--- src/rtl/m_lsu.sv ---
// m_lsu: load/store unit between CPU requests and a word-wide data memory; byte/half stores use read-modify-write.
// Define LSU_TRACE_EN to print every data-memory write.
module m_lsu #(
  parameter int DM_WORDS = 3072
) (
  input  logic        clk,
  input  logic        reset,
  input  logic        req_valid,
  output logic        req_ready,
  input  logic        req_we,
  input  logic [1:0]  req_size,
  input  logic        req_signed,
  input  logic [31:0] req_addr,
  input  logic [31:0] req_wdata,
  input  logic [31:0] req_pc,
  output logic        rsp_valid,
  output logic [31:0] rsp_rdata,
  output logic        rsp_err,
  output logic        dm_we,
  output logic [31:0] dm_addr,
  output logic [31:0] dm_wd,
  input  logic [31:0] dm_rd
);
  typedef enum logic [1:0] {IDLE, READ, WRITE, RESP} state_t;
  state_t      r_state, w_next;
  logic        r_we, r_signed, r_err;
  logic [1:0]  r_size;
  logic [31:0] r_addr, r_wdata, r_data;
  logic        w_accept, w_fault;
  logic [4:0]  w_sh;
  logic [7:0]  w_byte;
  logic [15:0] w_half;
  logic [31:0] w_ld, w_wd;
  assign w_accept = req_valid & req_ready;
  assign w_fault  = (req_size == 2'b11) | (req_size == 2'b01 & req_addr[0]) |
                    (req_size == 2'b10 & |req_addr[1:0]) | (req_addr >= 32'(4 * DM_WORDS));
  always_ff @(posedge clk or negedge reset) begin
    if (!reset) r_state <= IDLE;
    else        r_state <= w_next;
  end
  always_comb begin
    w_next = r_state;
    case (r_state)
      IDLE:    w_next = !w_accept ? IDLE : w_fault ? RESP :
                        (req_we && req_size == 2'b10) ? WRITE : READ;
      READ:    w_next = r_we ? WRITE : RESP;
      WRITE:   w_next = RESP;
      default: w_next = IDLE;
    endcase
  end
  always_ff @(posedge clk or negedge reset) begin
    if (!reset) begin
      r_we     <= 1'b0;
      r_signed <= 1'b0;
      r_err    <= 1'b0;
      r_size   <= 2'b00;
      r_addr   <= '0;
      r_wdata  <= '0;
      r_data   <= '0;
    end else begin
      if (w_accept) begin
        r_we     <= req_we;
        r_signed <= req_signed;
        r_err    <= w_fault;
        r_size   <= req_size;
        r_addr   <= req_addr;
        r_wdata  <= req_wdata;
      end
      if (r_state == READ) r_data <= dm_rd;
    end
  end
  // Little-endian lane pick from the word captured in READ
  assign w_sh   = {r_addr[1:0], 3'b000};
  assign w_byte = 8'(r_data >> w_sh);
  assign w_half = r_addr[1] ? r_data[31:16] : r_data[15:0];
  assign w_ld   = r_size == 2'b10 ? r_data :
                  r_size == 2'b01 ? {{16{r_signed & w_half[15]}}, w_half} :
                                    {{24{r_signed & w_byte[7]}}, w_byte};
  assign w_wd   = r_size == 2'b10 ? r_wdata :
                  r_size == 2'b01 ? (r_addr[1] ? {r_wdata[15:0], r_data[15:0]} : {r_data[31:16], r_wdata[15:0]}) :
                                    (r_data & ~(32'hFF << w_sh)) | ({24'h0, r_wdata[7:0]} << w_sh);
  always_comb begin
    req_ready = reset && r_state == IDLE;
    rsp_valid = r_state == RESP;
    rsp_err   = r_state == RESP && r_err;
    rsp_rdata = (r_state == RESP && !r_err && !r_we) ? w_ld : '0;
    dm_we     = r_state == WRITE;
    dm_addr   = (r_state == READ || r_state == WRITE) ? {r_addr[31:2], 2'b00} : '0;
    dm_wd     = r_state == WRITE ? w_wd : '0;
  end
`ifdef LSU_TRACE_EN
  logic [31:0] r_pc;
  always_ff @(posedge clk or negedge reset) begin
    if (!reset)        r_pc <= '0;
    else if (w_accept) r_pc <= req_pc;
  end
  always @(posedge clk) if (dm_we) $display("%d@%h: *%h <= %h", $time, r_pc, dm_addr, dm_wd);
`else
  logic w_unused_pc;
  assign w_unused_pc = ^req_pc;
`endif
endmodule

--- config.mk ---
export PLATFORM = sky130hd
export DESIGN_NAME = m_lsu
export DESIGN_NICKNAME = d
export VERILOG_FILES = /design/src/rtl/m_lsu.sv
export SDC_FILE = /design/constraint.sdc
export NUM_CORES = 1
export LEC_CHECK = 0
export ABC_AREA = 0
export BUFFER_PORTS_ARGS = -buffer_cell sky130_fd_sc_hd__buf_2
export CAP_MARGIN = 20
export CELL_PAD_IN_SITES_DETAIL_PLACEMENT = 1
export CELL_PAD_IN_SITES_GLOBAL_PLACEMENT = 1
export CORE_MARGIN = 10
export CORE_UTILIZATION = 40
export DETAILED_ROUTE_END_ITERATION = 6
export PLACE_DENSITY = 0.95
export RECOVER_POWER = 100
export SETUP_SLACK_MARGIN = 0.05
export SKIP_CTS_REPAIR_TIMING = 1
export SLEW_MARGIN = 20
export SYNTH_ARGS = -nofsm -noshare
export SYNTH_HDL_FRONTEND = slang
export SYNTH_SLANG_ARGS = --single-unit
--- constraint.sdc ---
create_clock -name clk -period 3.1 [get_ports clk]
set_input_delay 0.62 -clock clk [delete_from_list [all_inputs] [get_ports clk]]
set_output_delay 0.62 -clock clk [all_outputs]
set_load 0.01 [all_outputs]
==> results of run 1 <==
-- how the worst max path moves through the flow --
| stage | slack [ns] | cells past startpoint | to | start |
|---|---|---|---|---|
| 2_1_floorplan | 0.80 | 6 | rsp_rdata[21] | r_state[0] |
| 3_3_place_gp | 0.48 | 5 | rsp_rdata[31] | r_state[0] |
| 3_5_place_dp | 0.42 | 5 | rsp_rdata[31] | r_state[1] |
| 4_1_cts | -0.001 | 5 | rsp_rdata[31] | r_state[1] |
| 5_1_grt | 0.07 | 7 | dm_wd[7] | r_addr[1] |
| 6_report | 0.21 | 6 | dm_wd[31] | r_size[0] |
-- layout make-up --
cell class | count | share of cell area
diodes | 1 | 0.000348
clock buffers | 10 | 0.0318
clock inverters | 6 | 0.0106
inverters | 15 | 0.00783
multi-input cells | 386 | 0.412
flip-flops and latches | 103 | 0.359
well taps | 184 | 0.0320
repair buffers | 219 | 0.146
-- stage by stage --
step | instance area, um^2 | util | TNS (ns)
CTS | 7280 | 0.507 | -0.00144
global placement | 6980 | 0.485 | 0
detailed placement | 6980 | 0.485 | 0
global route | 7190 | 0.500 | 0
finish | 7190 | 0.501 | 0
floorplan | 5820 | - | 0
-- kinds of logic (layout without fill, tap and decap cells) --
kind of cell | after synthesis | in the layout | share of synthesized area
other cells | 1 | 3 | 0.000645
flops | 103 | 103 | 0.443
mux | 110 | 110 | 0.211
buf+inv | 57 | 250 | 0.0490
simple gates | 133 | 133 | 0.130
compound gates | 137 | 137 | 0.158
fa+ha+maj | 4 | 4 | 0.00860
-- layer usage --
metal,share of wire,track usage
met1,0.38,0.226
met2,0.50,0.364
met5,0.0017,0
met4,0.025,0.0701
met3,0.094,0.0967
-- report_power, final --
group | leakage (nW) | switching (mW) | internal [mW]
sequential | 1.22 | 0.822 | 2.03
combinational | 1.98 | 2.29 | 1.79
clock | 0.149 | 0.544 | 0.640
-- registers in the layout, summed over array words and instances, names as in the netlist --
signal and cells:
r_addr 32, r_data 32, r_err 1, r_signed 1, r_size 2, r_state 2
r_wdata 32, r_we 1
-- worst max-delay path, cell delays in order (launching register included) --
cell,delay [ns]
dfrtp_1,0.50
nand2b_1,0.34
buf_4,0.29
nand3_1,0.11
o22ai_1,0.08
a221oi_1,0.36
buf_2,0.21
-- cell usage in the layout (no fill, tap or decap), types with 2 or more instances in the layout --
master     netlist  routed
and3b_1          7       7
a211oi_1         8       8
conb_1           1       2
ha_1             4       4
clkbuf_2         0       2
nand2_1         22      22
a21o_1          18      18
a21oi_1         24      24
nor3_1           5       5
and3_1           3       2
buf_4            5      15
mux2_2          83      82
o31ai_1          7       7
and2_0           0      19
nand3_1         12      12
and2_1          32      13
nor2b_1          3       3
dfrtp_1        103     101
clkbuf_1        12      67
clkinv_4         0       3
o21ai_0         46      46
buf_2           18     135
a221oi_1         7       8
mux2i_1         17      17
dfrtp_2          0       2
a31oi_1          2       2
nor2_1          26      26
inv_1           13      13
nor2b_2          2       2
nor2_2           3       2
nand2b_1         4       4
a221o_1         14      14
o211ai_1         2       2
clkbuf_16        0       9
mux2_1           9      10
nor4_1           5       5
==> metrics.md, run 1 <==
| Metric | Value |
|---|---|
| Run status | finished, violations left |
| Failing checks | max-capacitance violations, max-slew violations |
| Root buf cell | clkbuf_16 |
| Row cnt | 44 |
| Setup Skew | 0.00674 ns |
| Vias per cell | 5.59 |
| Clock Pin Slew Worst Setup and Hold Paths | 0.07 ns |
| CP required | 2.48 ns |
| Routed Antenna Nets | 0 |
| Asr flop ratio synth | 1.00 |
| Starting Density | 0.405 |
| Pre-CTS setup slack | 0.418 ns |
| Largest net degree at the start of global routing | 73 |
| # port buffers | 200 |
| Seq. cell area | 2580 um^2 |
| Worst r2r src | r_state[1] |
| Fillcell total | 1662 |
| Cell Count, Final, Fillers Out | 924 |
| Global route overflow | 0 |
| Slew headroom | -0.342 |
| Yosys cell types | 53 |
| Count leader, synth | dfrtp_1 |
| Synth Warn # | 0 |
| WHS | 0.301 ns |
| Final setup viols | 0 |
| Die Height | 141 um |
| Global Route Usage Sum | 0.212 |
| Initial antenna violation count | 4 |
| CTS tree | done |
| Final net count | 873 |
| I/O pin cnt | 235 |
| Wire per inst | 23.0 um |
| Vias in the first global route | 5797 |
| Mapped Avg Cell Area | 10.7 um^2 |
| Number of buffers created by CTS | 9 |
| Unrepaired setup endpoints after global routing | false |
| CP Launch Type | flip-flop |
| Initial DRC Count | 299 |
| Total power | 8.12 mW |
| Final setup margin | 0.214 ns |
| Worst-margin pin slew | 2.01 ns |
| Clk Latency, worst-skew pair | 0.37 ns |
| Detailed placement HPWL | 16600 um |
| First-pass GRT wire length | 32900 um |
| Post-synth top cells | 103 x dfrtp_1, 83 x mux2_2, 46 x o21ai_0 |
| FMAX | 0.347 GHz |
| Post-Route WL | 21300 um |
| Layout area overhead | 23.6% |
| Sequential area share after synthesis | 0.443 |
| Die width | 141 um |
| Dpl cells | 906 |
| Worst R2R Path Depth | 4 |
| Max-cap viol count | 2 |
| Top cells by area, synth | dfrtp_1 44%, mux2_2 16%, o21ai_0 4.0%, and2_1 3.4%, mux2i_1 2.9% |
| Vias | 5166 |
| Crit share post-route | 0.931 |
| Multi-input logic area | 2960 um^2 |
| Final hold vios | 0 |
| HP Class | in -> async |
| DRC | 0 |
| Syn Inst Count | 545 |
| Crit path DAT | 2.27 ns |
| Area leader, netlist | dfrtp_1 |
| Post-synthesis register bit count | 103 |
| Ys flop type | dfrtp_1 |
| Core area | 14400 um^2 |
| Critical path class | reg -> out |
| Share of cells above drive strength 1 | 0.364 |
| Slack of the worst reg-to-reg path | 0.40 ns |
| RR Endpoint | r_data[10] |
| Peak supply drop | 0.632 mV |
| GPL Wtd Cong | 0.875 |
| Die ar. | 19800 um^2 |
| Critical path capture point type | primary output |
| Synth Cell Area | 5820 um^2 |
| CTS sink count | 103 |
| TritonRoute pass-1 iters | 5 |
| Crit-path max FO | 25 |
| Max Buffers Root-to-Sink | 2 |
| Leak | 3.35 nW |
| Pins Over Slew Limit | 114 |
| Post-synth EDFFs | 0 |
| Max H-tree Level | 3 |
| Synth top area share | 0.443 |
| Crit path time final | 2.89 ns |
| PD cells | 1130 nW/um^2 |
Power figures use the tool's default switching activity.
==> run 2: changes to the inputs <==
BUFFER_PORTS_ARGS = unset   (was -buffer_cell sky130_fd_sc_hd__buf_2)
CORE_UTILIZATION = 41   (was 40)
DONT_BUFFER_PORTS = 1   (was unset)
PLACE_DENSITY = 0.78   (was 0.95)
==> metrics.md, run 2 (synthesis gave the netlist of run 1 again) <==
| Metric | Value |
|---|---|
| PD cells | 1220 nW/um^2 |
| GPL Wtd Cong | 0.898 |
| Clk Latency, worst-skew pair | 0.36 ns |
| Commonest non-fill, non-tap cell in the layout | dfrtp_1 |
| Max-cap viol count | 1 |
| Die width | 139 um |
| Die ar. | 19400 um^2 |
| Share of cells above drive strength 1 | 0.250 |
| DRC | 0 |
| Critical path capture point type | primary output |
| Wire per inst | 27.0 um |
| Vias in the first global route | 4839 |
| Detailed placement HPWL | 15000 um |
| Crit-path max FO | 18 |
| Global route overflow | 0 |
| Failing checks | max-capacitance violations, max-slew violations |
| HP Class | in -> reg |
| Worst path top cell family by delay | compound AO/OA/AOI/OAI gates |
| CP Launch Type | flip-flop |
| Global Route Usage Sum | 0.196 |
| Starting Density | 0.419 |
| Worst-margin pin slew | 2.34 ns |
| Initial DRC Count | 339 |
| CP Cell Sequence | buf_4, and3b_1, o21ai_0, o31ai_1, a221oi_1, clkbuf_1 |
| Number of buffers created by CTS | 9 |
| Max Buffers Root-to-Sink | 2 |
| CP endpoint | dm_wd[25] |
| First-pass GRT wire length | 30000 um |
| Worst path slowest cell | dfrtp_2 |
| Row cnt | 43 |
| Slack of the worst reg-to-reg path | 0.25 ns |
| Slew headroom | -0.561 |
| Post-Route WL | 19700 um |
| # port buffers | 0 |
| Worst path depth | 6 |
| Crit path from | r_addr[0] |
| Vias | 4445 |
| Critical path class | reg -> out |
| Crit share post-route | 0.945 |
| Worst R2R Path Depth | 5 |
| Total power | 7.69 mW |
| Routed Antenna Nets | 0 |
| Largest net degree at the start of global routing | 106 |
| Crit path DAT | 2.31 ns |
| Root buf cell | clkbuf_16 |
| CTS tree | done |
| CTS sink count | 103 |
| Leading registers by flop count | r_addr: 32 flops, r_data: 32 flops, r_wdata: 32 flops |
| Vias per cell | 6.10 |
| Commonest cells after routing, fill and taps aside | 100 x dfrtp_1, 83 x mux2_2, 46 x o21ai_0 |
| Finished Cell Area | 6320 um^2 |
| FMAX | 0.341 GHz |
| Max incr delay on CP | 0.54 ns |
| I/O pin cnt | 235 |
| Final setup viols | 0 |
| Max H-tree Level | 3 |
| Initial antenna violation count | 4 |
| Pins Over Slew Limit | 104 |
| CP required | 2.48 ns |
| Critical path buffer and inverter count | 2 |
| Fillcell total | 1542 |
| Leak | 2.70 nW |
| Final net count | 679 |
| Crit path time final | 2.93 ns |
| Setup Skew | 0.00820 ns |
| Layout area overhead | 8.56% |
| Peak supply drop | 0.496 mV |
| Core area | 13900 um^2 |
| Final hold vios | 0 |
| Clock Pin Slew Worst Setup and Hold Paths | 0.08 ns |
| RR Endpoint | r_wdata[29] |
| Run status | finished, violations left |
| Area of placed instances | 6000 um^2 |
| TritonRoute pass-1 iters | 4 |
| Unrepaired setup endpoints after global routing | false |
| Die Height | 139 um |
| Worst r2r src | r_state[0] |
[run 2: cell count changes in the layout (fill, tap and decap cells not counted), moves of 3 or more]
cell,previous run,this run
clkbuf_1,67,7
and2_0,19,32
buf_2,135,1
and2_1,13,0
clkinv_4,3,0
diode_2,1,4
buf_4,15,12
inv_8,1,4
[run 2: area by class of cell]
type / count / area, um^2 / share of cell area
Clock buffer: 9 / 225 / 0.0357
Timing Repair Buffer: 25 / 151 / 0.0240
Multi-Input combinational cell: 386 / 2970 / 0.471
Clock inverter: 7 / 92.6 / 0.0147
Antenna cell: 4 / 10.0 / 0.00158
Inverter: 15 / 56.3 / 0.00891
Sequential cell: 103 / 2580 / 0.409
Tap cell: 180 / 225 / 0.0357
[run 2: how the worst min path moves through the flow]
stage,start,to,cells past startpoint
final,dm_rd[27],r_data[27],2
after global routing,req_addr[27],r_addr[27],1
after CTS,reset,r_wdata[7],0
after detailed placement,reset,r_wdata[6],0
after global placement,reset,r_data[0],0
after floorplan,reset,r_addr[0],0
[run 2: per-stage QoR]
stage	worst slack, ns	std cells	utilization	hold slack [ns]	setup TNS (ns)
6_report	0.171	729	0.455	0.379	0
3_5_place_dp	0.292	706	0.432	0.329	0
2_1_floorplan	0.796	546	-	0.324	0
5_1_grt	0.0364	726	0.454	0.377	0
3_3_place_gp	0.382	706	0.432	0.329	0
4_1_cts	-0.167	722	0.455	-0.0665	-1.39
[run 2: per-layer routing]
layer  vias to the layer above  global-route usage  share of wire
met1                      2256               0.217           0.38
met2                       194               0.328           0.49
met5                         -                   0              0
met3                        34              0.0818          0.095
met4                         0              0.0796          0.031
li1                       1961                   -              -
[run 2: power breakdown]
part / internal (mW) / switching [mW] / leakage [nW]
clock network: 0.655 / 0.569 / 0.158
logic: 1.49 / 2.19 / 1.32
registers: 2.03 / 0.751 / 1.22
